[src/rtl/lfsr_share_arbiter_pkg.sv]
// Shared definitions for the LFSR share arbiter.
// Holds the requester count, the FSM state encodings and a one-hot to index helper.
package lfsr_share_arbiter_pkg;

  localparam int unsigned NumReq = 4;

  localparam logic [1:0] StIdle    = 2'd0;
  localparam logic [1:0] StDraw    = 2'd1;
  localparam logic [1:0] StSettle  = 2'd2;
  localparam logic [1:0] StRelease = 2'd3;

  // Index of the set bit of a one-hot requester vector (0 when empty).
  function automatic logic [1:0] onehot_idx(input logic [NumReq-1:0] oh);
    logic [1:0] idx;
    idx = 2'd0;
    for (int i = 0; i < NumReq; i++) begin
      if (oh[i]) idx = 2'(i);
    end
    return idx;
  endfunction

endpackage

[src/rtl/lfsr_share_arbiter_rr_pick4.sv]
// Combinational four-way round-robin picker.
// Ports:
//   req_i   - request vector, one bit per requester
//   ptr_i   - highest-priority requester index for this pick
//   grant_o - one-hot winner (zero when no request)
//   valid_o - any request present
module rr_pick4
  import lfsr_share_arbiter_pkg::*;
(
  input  logic [NumReq-1:0] req_i,
  input  logic [1:0]        ptr_i,
  output logic [NumReq-1:0] grant_o,
  output logic              valid_o
);

  logic [1:0] idx;
  logic       found;

  always_comb begin
    grant_o = '0;
    valid_o = |req_i;
    idx     = 2'd0;
    found   = 1'b0;
    // Scan from ptr_i upward; the 2-bit index wraps 3 -> 0 naturally.
    for (int i = 0; i < NumReq; i++) begin
      idx = ptr_i + 2'(i);
      if (!found && req_i[idx]) begin
        grant_o[idx] = 1'b1;
        found        = 1'b1;
      end
    end
  end

endmodule

[src/rtl/lfsr_share_arbiter.sv]
// Arbitrates four requesters for a shared random source. The winner gets repeated
// draws from an external RNG (advanced by Pulse) until a value outside its exclusion
// mask appears, or the draw budget runs out.
// Ports:
//   Clk, Rst  - clock, asynchronous active-high reset
//   Req       - level requests, one per requester
//   Excl_Mask - per-requester nibble of rejected 2-bit values
//   Random    - current RNG output
//   Pulse     - registered RNG advance strobe (high in the DRAW cycle)
//   Grant     - registered one-hot grant
//   Rnd_Out   - last accepted value
//   Done/Fail - one-cycle completion strobe, Fail qualifies it
//   Busy      - FSM not idle
module lfsr_share_arbiter
  import lfsr_share_arbiter_pkg::*;
#(
  parameter int unsigned MAX_DRAWS = 8
) (
  input  logic                 Clk,
  input  logic                 Rst,
  input  logic [NumReq-1:0]    Req,
  input  logic [4*NumReq-1:0]  Excl_Mask,
  input  logic [1:0]           Random,
  output logic                 Pulse,
  output logic [NumReq-1:0]    Grant,
  output logic [1:0]           Rnd_Out,
  output logic                 Done,
  output logic                 Fail,
  output logic                 Busy
);

  localparam logic [3:0] MaxDraws = 4'(MAX_DRAWS);

  logic [1:0]        state_q, state_d;
  logic [1:0]        ptr_q, ptr_d;
  logic [1:0]        win_q, win_d;
  logic [3:0]        cnt_q, cnt_d;
  logic              pulse_q, pulse_d;
  logic [NumReq-1:0] grant_q, grant_d;
  logic [1:0]        rnd_q, rnd_d;
  logic              done_q, done_d;
  logic              fail_q, fail_d;

  logic [NumReq-1:0] pick_grant;
  logic              pick_valid;
  logic [3:0]        nibble;
  logic              rejected;
  logic              req_held;

  rr_pick4 u_pick (
    .req_i   (Req),
    .ptr_i   (ptr_q),
    .grant_o (pick_grant),
    .valid_o (pick_valid)
  );

  assign nibble   = Excl_Mask[{win_q, 2'b00} +: 4];
  assign rejected = nibble[Random];
  assign req_held = Req[win_q];

  always_comb begin
    state_d = state_q;
    ptr_d   = ptr_q;
    win_d   = win_q;
    cnt_d   = cnt_q;
    grant_d = grant_q;
    rnd_d   = rnd_q;
    pulse_d = 1'b0;
    done_d  = 1'b0;
    fail_d  = 1'b0;
    case (state_q)
      StIdle: begin
        if (pick_valid) begin
          grant_d = pick_grant;
          win_d   = onehot_idx(pick_grant);
          cnt_d   = 4'd0;
          pulse_d = 1'b1;
          state_d = StDraw;
        end
      end
      StDraw: begin
        if (!req_held) begin
          state_d = StRelease;
        end else begin
          cnt_d   = cnt_q + 4'd1;
          state_d = StSettle;
        end
      end
      StSettle: begin
        if (!req_held) begin
          // Abandoned: no completion strobe, accepted value untouched.
          state_d = StRelease;
        end else if (nibble == 4'hF) begin
          done_d  = 1'b1;
          fail_d  = 1'b1;
          state_d = StRelease;
        end else if (!rejected) begin
          rnd_d   = Random;
          done_d  = 1'b1;
          state_d = StRelease;
        end else if (cnt_q < MaxDraws) begin
          pulse_d = 1'b1;
          state_d = StDraw;
        end else begin
          done_d  = 1'b1;
          fail_d  = 1'b1;
          state_d = StRelease;
        end
      end
      default: begin // StRelease
        grant_d = '0;
        ptr_d   = win_q + 2'd1;
        state_d = StIdle;
      end
    endcase
  end

  always_ff @(posedge Clk or posedge Rst) begin
    if (Rst) begin
      state_q <= StIdle;
      ptr_q   <= 2'd0;
      win_q   <= 2'd0;
      cnt_q   <= 4'd0;
      pulse_q <= 1'b0;
      grant_q <= '0;
      rnd_q   <= 2'd0;
      done_q  <= 1'b0;
      fail_q  <= 1'b0;
    end else begin
      state_q <= state_d;
      ptr_q   <= ptr_d;
      win_q   <= win_d;
      cnt_q   <= cnt_d;
      pulse_q <= pulse_d;
      grant_q <= grant_d;
      rnd_q   <= rnd_d;
      done_q  <= done_d;
      fail_q  <= fail_d;
    end
  end

  assign Pulse   = pulse_q;
  assign Grant   = grant_q;
  assign Rnd_Out = rnd_q;
  assign Done    = done_q;
  assign Fail    = fail_q;
  assign Busy    = (state_q != StIdle);

endmodule
[config.mk]
export PLATFORM = sky130hd
export DESIGN_NAME = lfsr_share_arbiter
export DESIGN_NICKNAME = d
export VERILOG_FILES = /design/src/rtl/lfsr_share_arbiter_pkg.sv /design/src/rtl/lfsr_share_arbiter_rr_pick4.sv /design/src/rtl/lfsr_share_arbiter.sv
export SDC_FILE = /design/constraint.sdc
export NUM_CORES = 1
export LEC_CHECK = 0
export BUFFER_PORTS_ARGS = -buffer_cell sky130_fd_sc_hd__buf_2
export CAP_MARGIN = 10
export CORE_ASPECT_RATIO = 1.4
export CORE_MARGIN = 3
export CORE_UTILIZATION = 49
export CTS_CLUSTER_DIAMETER = 60
export CTS_CLUSTER_SIZE = 28
export DETAILED_ROUTE_END_ITERATION = 16
export GPL_TIMING_DRIVEN = 0
export PLACE_DENSITY = 0.8
export SLEW_MARGIN = 15
export SYNTH_ARGS = -nofsm -noshare
export SYNTH_HDL_FRONTEND = slang
export SYNTH_HIERARCHICAL = 1
export SYNTH_SLANG_ARGS = --single-unit
[constraint.sdc]
create_clock -name Clk -period 2.2 [get_ports Clk]
set_input_delay 0.33 -clock Clk [delete_from_list [all_inputs] [get_ports Clk]]
set_output_delay 0.33 -clock Clk [all_outputs]
set_load 0.05 [all_outputs]
# Yosys cells after proc, flatten, opt, wreduce, memory -nomap -nowiden

Index checks and enable logic that the tools add are counted.

Register bits after elaboration: 19
Bits of input ports: 24
Output and inout port bits: 10
Word-level logic and storage cells: 114

Add/sub/neg operators: 5
$lt $le $gt $ge: 11
Eq/ne operators: 5
Shifts and indexed selects: 1
Multiplexer cells: 57
Bitwise gates (word level): 6
Reductions and logical operators: 20

Operators with widths:

| kind                  | count |
|---|---|
| $mux W1               | 29 |
| $mux W4               | 7 |
| $lt A2 B3 Y1 const B  | 6 |
| $pmux W4 S2           | 2 |
| $shiftx A16 B5 Y4     | 1 |
| $mux W2               | 7 |
| $bmux W1 S2           | 6 |
| $or A4 B4 Y4          | 3 |
| $demux W1 S2          | 4 |
| $ge A2 B1 Y1 const B  | 4 |
| $logic_and A1 B1 Y1   | 7 |
| $pmux W2 S3           | 1 |
| $add A2 B1 Y2 const B | 2 |
| $add A2 B2 Y2 const B | 2 |
| $add A4 B1 Y4 const B | 1 |
| $eq A4 B4 Y1 const B  | 1 |
| $lt A4 B4 Y1 const B  | 1 |
| $ne A2 B2 Y1 const B  | 2 |
| $reduce_and A2 Y1     | 2 |
| $reduce_and A4 Y1     | 1 |
| $reduce_bool A2 Y1    | 2 |
| $reduce_or A4 Y1      | 1 |
| $logic_not A1 Y1      | 3 |
| $not A1 Y1            | 3 |
| 7 further kinds       | 7 |

# Longest topological paths before layout

Word-level depth: 15
Gate-level depth with buffers: 9
Gate-level depth less buffers: 9

# By module

Netlist, hierarchy kept.

Modules (own cells, without submodules):

| module             | times used | cells an instance | area each (um^2) | seq. area each (um^2) |
|---|---|---|---|---|
| lfsr_share_arbiter | 1          | 112               | 1161.1           | 475.5 |
| rr_pick4           | 1          | 37                | 345.3            | 0.0 |

# Worst setup path after synthesis

OpenSTA, ideal clock, no wires.

Kind: register to register
Start point: reg ptr_q[0]
End point: reg win_q[0]
Setup time: 0.128 ns
Arrival: 2.043 ns
Data required time: 2.072 ns
Setup slack: 0.029 ns
Stages on the path, launching flop included: 10
Buffers on the path: 0
Period minus slack after synthesis: 2.171 ns
Cells stage by stage: dfrtp_1 -> inv_1 -> ha_1 -> mux4_2 -> nor4b_4 -> nand2_1 -> o211ai_1 -> inv_1 -> a21oi_1 -> o21ai_0

Elaborated cells on any way between the ends: 50
Classes of those cells: add/sub (3); order compare (8); mux (26); bitwise (3); reduce/logical (10)

RTL lines:

| item                                                                  | RTL line                          | source |
|---|---|---|
| start: declaration                                                    | lfsr_share_arbiter.sv:35          | `logic [1:0] ptr_q, ptr_d;` |
| start signal: assignment                                              | lfsr_share_arbiter.sv:131         | `ptr_q <= ptr_d;` |
| parallel branches: the longest is 11 deep, another holds $lt A2 B3 Y1 | --                                |  |
| $mux W4 (*)                                                           | lfsr_share_arbiter_rr_pick4.sv:27 | `if (!found && req_i[idx]) begin` |
| named net pick_grant[2]                                               | lfsr_share_arbiter.sv:44          | `logic [NumReq-1:0] pick_grant;` |
| $mux W2 (*) (2 in series)                                             | lfsr_share_arbiter_pkg.sv:17      | `if (oh[i]) idx = 2'(i);` |
| end signal: assignment                                                | lfsr_share_arbiter.sv:132         | `win_q <= win_d;` |
| end: declaration                                                      | lfsr_share_arbiter.sv:36          | `logic [1:0] win_q, win_d;` |

Mark *: on every way through the listed nets, which the timed path passes. The select of a mux whose other input is x is not followed.
A chain may end at the register's enable or synchronous reset.

# Worst setup path in the final report

Ends and elaborated chain as after synthesis.

==> results by stage <==
Final layout:
- For this run, the post-layout net count is 232.
- Summing all flip-flop and latch instances after layout gives 478.0 sq um.
- The count of filler cells inserted in the layout is 243.
- In the final layout, the multi-input gates occupy 967.2 sq um.
- The top cell types in the final layout, fill and taps aside, are sky130_fd_sc_hd__buf_2, sky130_fd_sc_hd__dfrtp_1, sky130_fd_sc_hd__nand2_1, sky130_fd_sc_hd__inv_1, sky130_fd_sc_hd__a21oi_1.
- The final non-filler cell area is 1861 sq um.
- The most common cell after layout, fill and taps aside is sky130_fd_sc_hd__buf_2.
- In the final layout, the share of cells above drive strength 1 is 34.18%.
- The count of antenna diodes in the layout is 0.
- The post-synthesis to final-layout area growth is 23.50%.

Die:
- The floorplan has 23 rows.
- The chip width is 52.86 um.
- The core box area is 2907 sq um.
- 34 I/O pins were placed.
- Once the floorplan was initialized, standard cells occupied 51.83% of the core.
- The die height is 71.61 um.
- The area enclosed by the die boundary is 3785 sq um.

Power:
- In this run the power density over the cells is 1420 nW/um^2.
- The relative contribution of sequential cells to total power is 22.2%.
- The static power due to leakage is 0.9084 nW.
- Summed over all nets, the switching power comes to 1.244 mW.
- Across the VDD grid, the largest voltage drop is 842.7 uV.
- Power comes to 2.642 mW.
- Net switching is 47.10% of the power.
- The internal power component is 1.398 mW.
- The share of total power in the clock network is 9.2%.
- Combinational logic burns 68.5% of the power.

Yosys:
- The net count of the mapped netlist is 184.
- The dominant combinational cell family by area after synthesis is multiplexers.
- The synthesized netlist devotes 15.28% of its cell area to simple gates.
- After technology mapping, the gate count stands at 149.
- After synthesis the netlist holds a flip-flop and latch count of 19.
- The number of synthesized flops with an enable pin is 0.
- The synthesized netlist devotes 17.36% of its cell area to compound gates.
- The sequential element share of the synthesized area is 31.56%.
- For this run, the leading register cell type out of synthesis is sky130_fd_sc_hd__dfrtp_1.
- After synthesis, the share of flip-flops with an asynchronous set or reset is 100.0%.
- The xor and xnor area share after synthesis is 0.5814%.
- Summing the areas of all fa, ha and maj instances in the mapped netlist gives 9.136% of the synthesized area.
- In this run the cell area of the synthesized design comes to 1506 sq um.
- The average cell area after synthesis is 10.11 sq um.
- The synthesis warning total is 6.
- Yosys mapped the design onto 29 distinct sky130hd cell types.
- The share of synthesized area spent on multiplexers is 20.85%.

Clocking:
- The master cell of the clock root buffer is sky130_fd_sc_hd__clkbuf_8.
- TritonCTS built the clock tree.
- CTS saw 19 sinks.
- The clock latency at the later pin of the worst-skew pair is 0.26 ns.
- After clock tree synthesis, the clock-pin slew on the worst setup and hold paths is 0.07 ns.
- The maximum number of buffers from clock root to sink is 2.
- The total number of H-tree levels is 1.
- In this run, CTS created clock tree buffers numbering 3.
- The hold buffer count at CTS is 0.

Setup path:
- The setup slack of the worst register-to-register path is 0.04 ns.
- The element type at the critical path start is a register.
- For the worst setup path, the data required time is 2.34 ns.
- Broken down by cell family, the worst path's largest delay share belongs to multiplexers.
- The critical path in this run is classified as register to register.
- The kind of end point of the critical path is a register.
- Counting stages on the worst path, the most repeated cell is sky130_fd_sc_hd__buf_6.
- The slowest stage of the critical path belongs to the cell sky130_fd_sc_hd__mux4_2.
- For the worst setup path, the data arrival time is 2.31 ns.
- Walking the worst path, the cells encountered are buf_6 > mux4_2 > buf_6 > nor4b_4 > nand2_1 > o211ai_1 > inv_1 > a21oi_1 > o21ai_1.
- On the worst path, the slowest cell contributes a delay of 0.51 ns.
- Counting both buffers and inverters, the worst setup path holds a total of 3.
- Along the worst path, the maximum fanout reaches 5.

Routing:
- Before antenna repair, the detailed router went through 4 iterations.
- For this block, the via count after detailed routing is 1378.
- The count of nets left with antenna violations once routing finished came out at 0.
- The detailed-route vias per instance is 5.914.
- In the routed design, unresolved DRC markers number 0.
- The first routing iteration left 28 violations.
- In the final routed layout, each cell accounts on average for 15.33 um.
- Summed over all layers, the routed wires come to 3573 um.

Global route:
- The wire length of the first global-routing pass is 5816 um.
- The overall fraction of global-route tracks in use is 20.36%.
- The number of antenna violations at the first check in global routing was 0.
- Entering global routing, the biggest net connects 20 pins.
- The via count of the first global-routing pass is 1353.
- Summed over all layers, the global routing overflow is 0.

Flow run:
- The number of max-cap violations is 0.

Placement:
- Once detailed placement completed, the half-perimeter wirelength came to 2594 um.
- Input and output buffers added on the ports amount to 33.
- The placer's final routability congestion estimate is 0.8628.
- In this run the cell area measured after placement is 1718 sq um.

STA:
- Setup repair after global routing could not meet its margin everywhere.
- The final critical path time including I/O delays and setup is 2.163 ns.
- The total count of max-transition violations in the final report is 0.
- On the final layout, the worst clock skew is 0.002396 ns.
- Headroom to the max-slew limit came out at 50.96%.
- The count of final hold-check violations came to 0.
- Based on the critical path, the design can be clocked at up to 0.4623 GHz.
- The transition at the pin with the smallest max-transition slack is 0.7347 ns.
- The share of the cycle needed by the critical path after routing is 98.32%.
- Setup violations remaining at the end of the flow were counted as 0.

Outcome:
- The flow ran to the end, and the final reports show no timing, DRC or antenna violations.

Worst hold path:
- The worst hold-check path type is primary input to async pin.
flip-flops by register name (all words and copies together), names as in the netlist:
signal and flops:
Done 1, Fail 1, Grant 4, Pulse 1, Rnd_Out 2, cnt_q 4, ptr_q 2, state_q 2
win_q 2
cell usage after synthesis, drive strengths merged (2+ instances only):
cell type | instances | area share [%]
a21o | 6 | 3.3
a21oi | 13 | 4.3
a22o | 4 | 2.3
buf | 2 | 1.5
dfrtp | 19 | 32
ha | 11 | 9.1
inv | 14 | 3.5
mux2 | 2 | 2.0
mux2i | 4 | 2.7
mux4 | 10 | 16
nand2 | 19 | 4.9
nand2b | 2 | 0.83
nand4 | 5 | 2.1
nor2 | 8 | 2.0
nor2b | 4 | 1.7
nor3 | 3 | 1.0
o211ai | 5 | 2.5
o21ai | 7 | 2.3
o31ai | 4 | 2.0
power by group through the flow:
| stage | logic, mW | registers (mW) | clock network (mW) |
|---|---|---|---|
| 5_1_grt | 2.00 | 0.604 | 0.268 |
| 2_1_floorplan | 1.12 | 0.740 | 0 |
| 4_1_cts | 1.68 | 0.588 | 0.255 |
| 3_3_place_gp | 1.52 | 0.596 | 0 |
| 3_5_place_dp | 1.58 | 0.606 | 0 |
| 6_report | 1.81 | 0.588 | 0.244 |
what timing repair did:
item | 4_1_cts | 5_1_grt
buffers inserted | 5 | 5
endpoints found under the setup margin | 6 | 6
pin swaps | 1 | 7
resized for setup | 2 | 8
stage by stage:
stage	utilization (%)	setup TNS, ns	worst slack [ns]	hold WS (ns)	std cells
2_1_floorplan	-	0	0.02915	0.2811	149
3_3_place_gp	59.10	-0.5397	-0.2091	0.4770	219
3_5_place_dp	59.10	-1.005	-0.2860	0.4865	219
4_1_cts	62.07	0	0.001932	0.2053	228
5_1_grt	64.01	-0.2408	-0.09379	0.2373	233
6_report	64.01	0	0.03703	0.1861	233
area by class of cell:
type,count,share of cell area [%]
well taps,37,2.488
plain buffers,3,1.412
inverters,14,2.824
repair buffers,43,13.11
clock inverters,1,0.2690
multi-input cells,113,51.98
flip-flops and latches,19,25.69
clock buffers,3,2.219
final timing paths:
| kind | start | endpoint | depth (start not counted) |
|---|---|---|---|
| max in group asynchronous | Rst | ptr_q[0] | 2 |
| max | ptr_q[0] | win_q[0] | 9 |
| min | Rst | Grant[2] | 2 |
| min in group Clk | Random[1] | Rnd_Out[1] | 3 |
| min reg2reg | Grant[3] | Grant[3] | 2 |
| max reg2reg | ptr_q[0] | win_q[0] | 9 |
kinds of logic (layout without fill, tap and decap cells):
family / Yosys count / after routing
simple gates: 45 / 45
mux: 16 / 16
xor+xnor: 1 / 1
compound gates: 40 / 40
fa+ha+maj: 11 / 11
flops: 19 / 19
buf+inv: 17 / 64
routing by layer:
layer	track usage, %	share of wire (%)
met3	2.495	5.7
met2	37.98	53
met4	5.966	1.1
met5	0	0
met1	23.42	40
No activity file was read; power rests on OpenSTA's default activity.
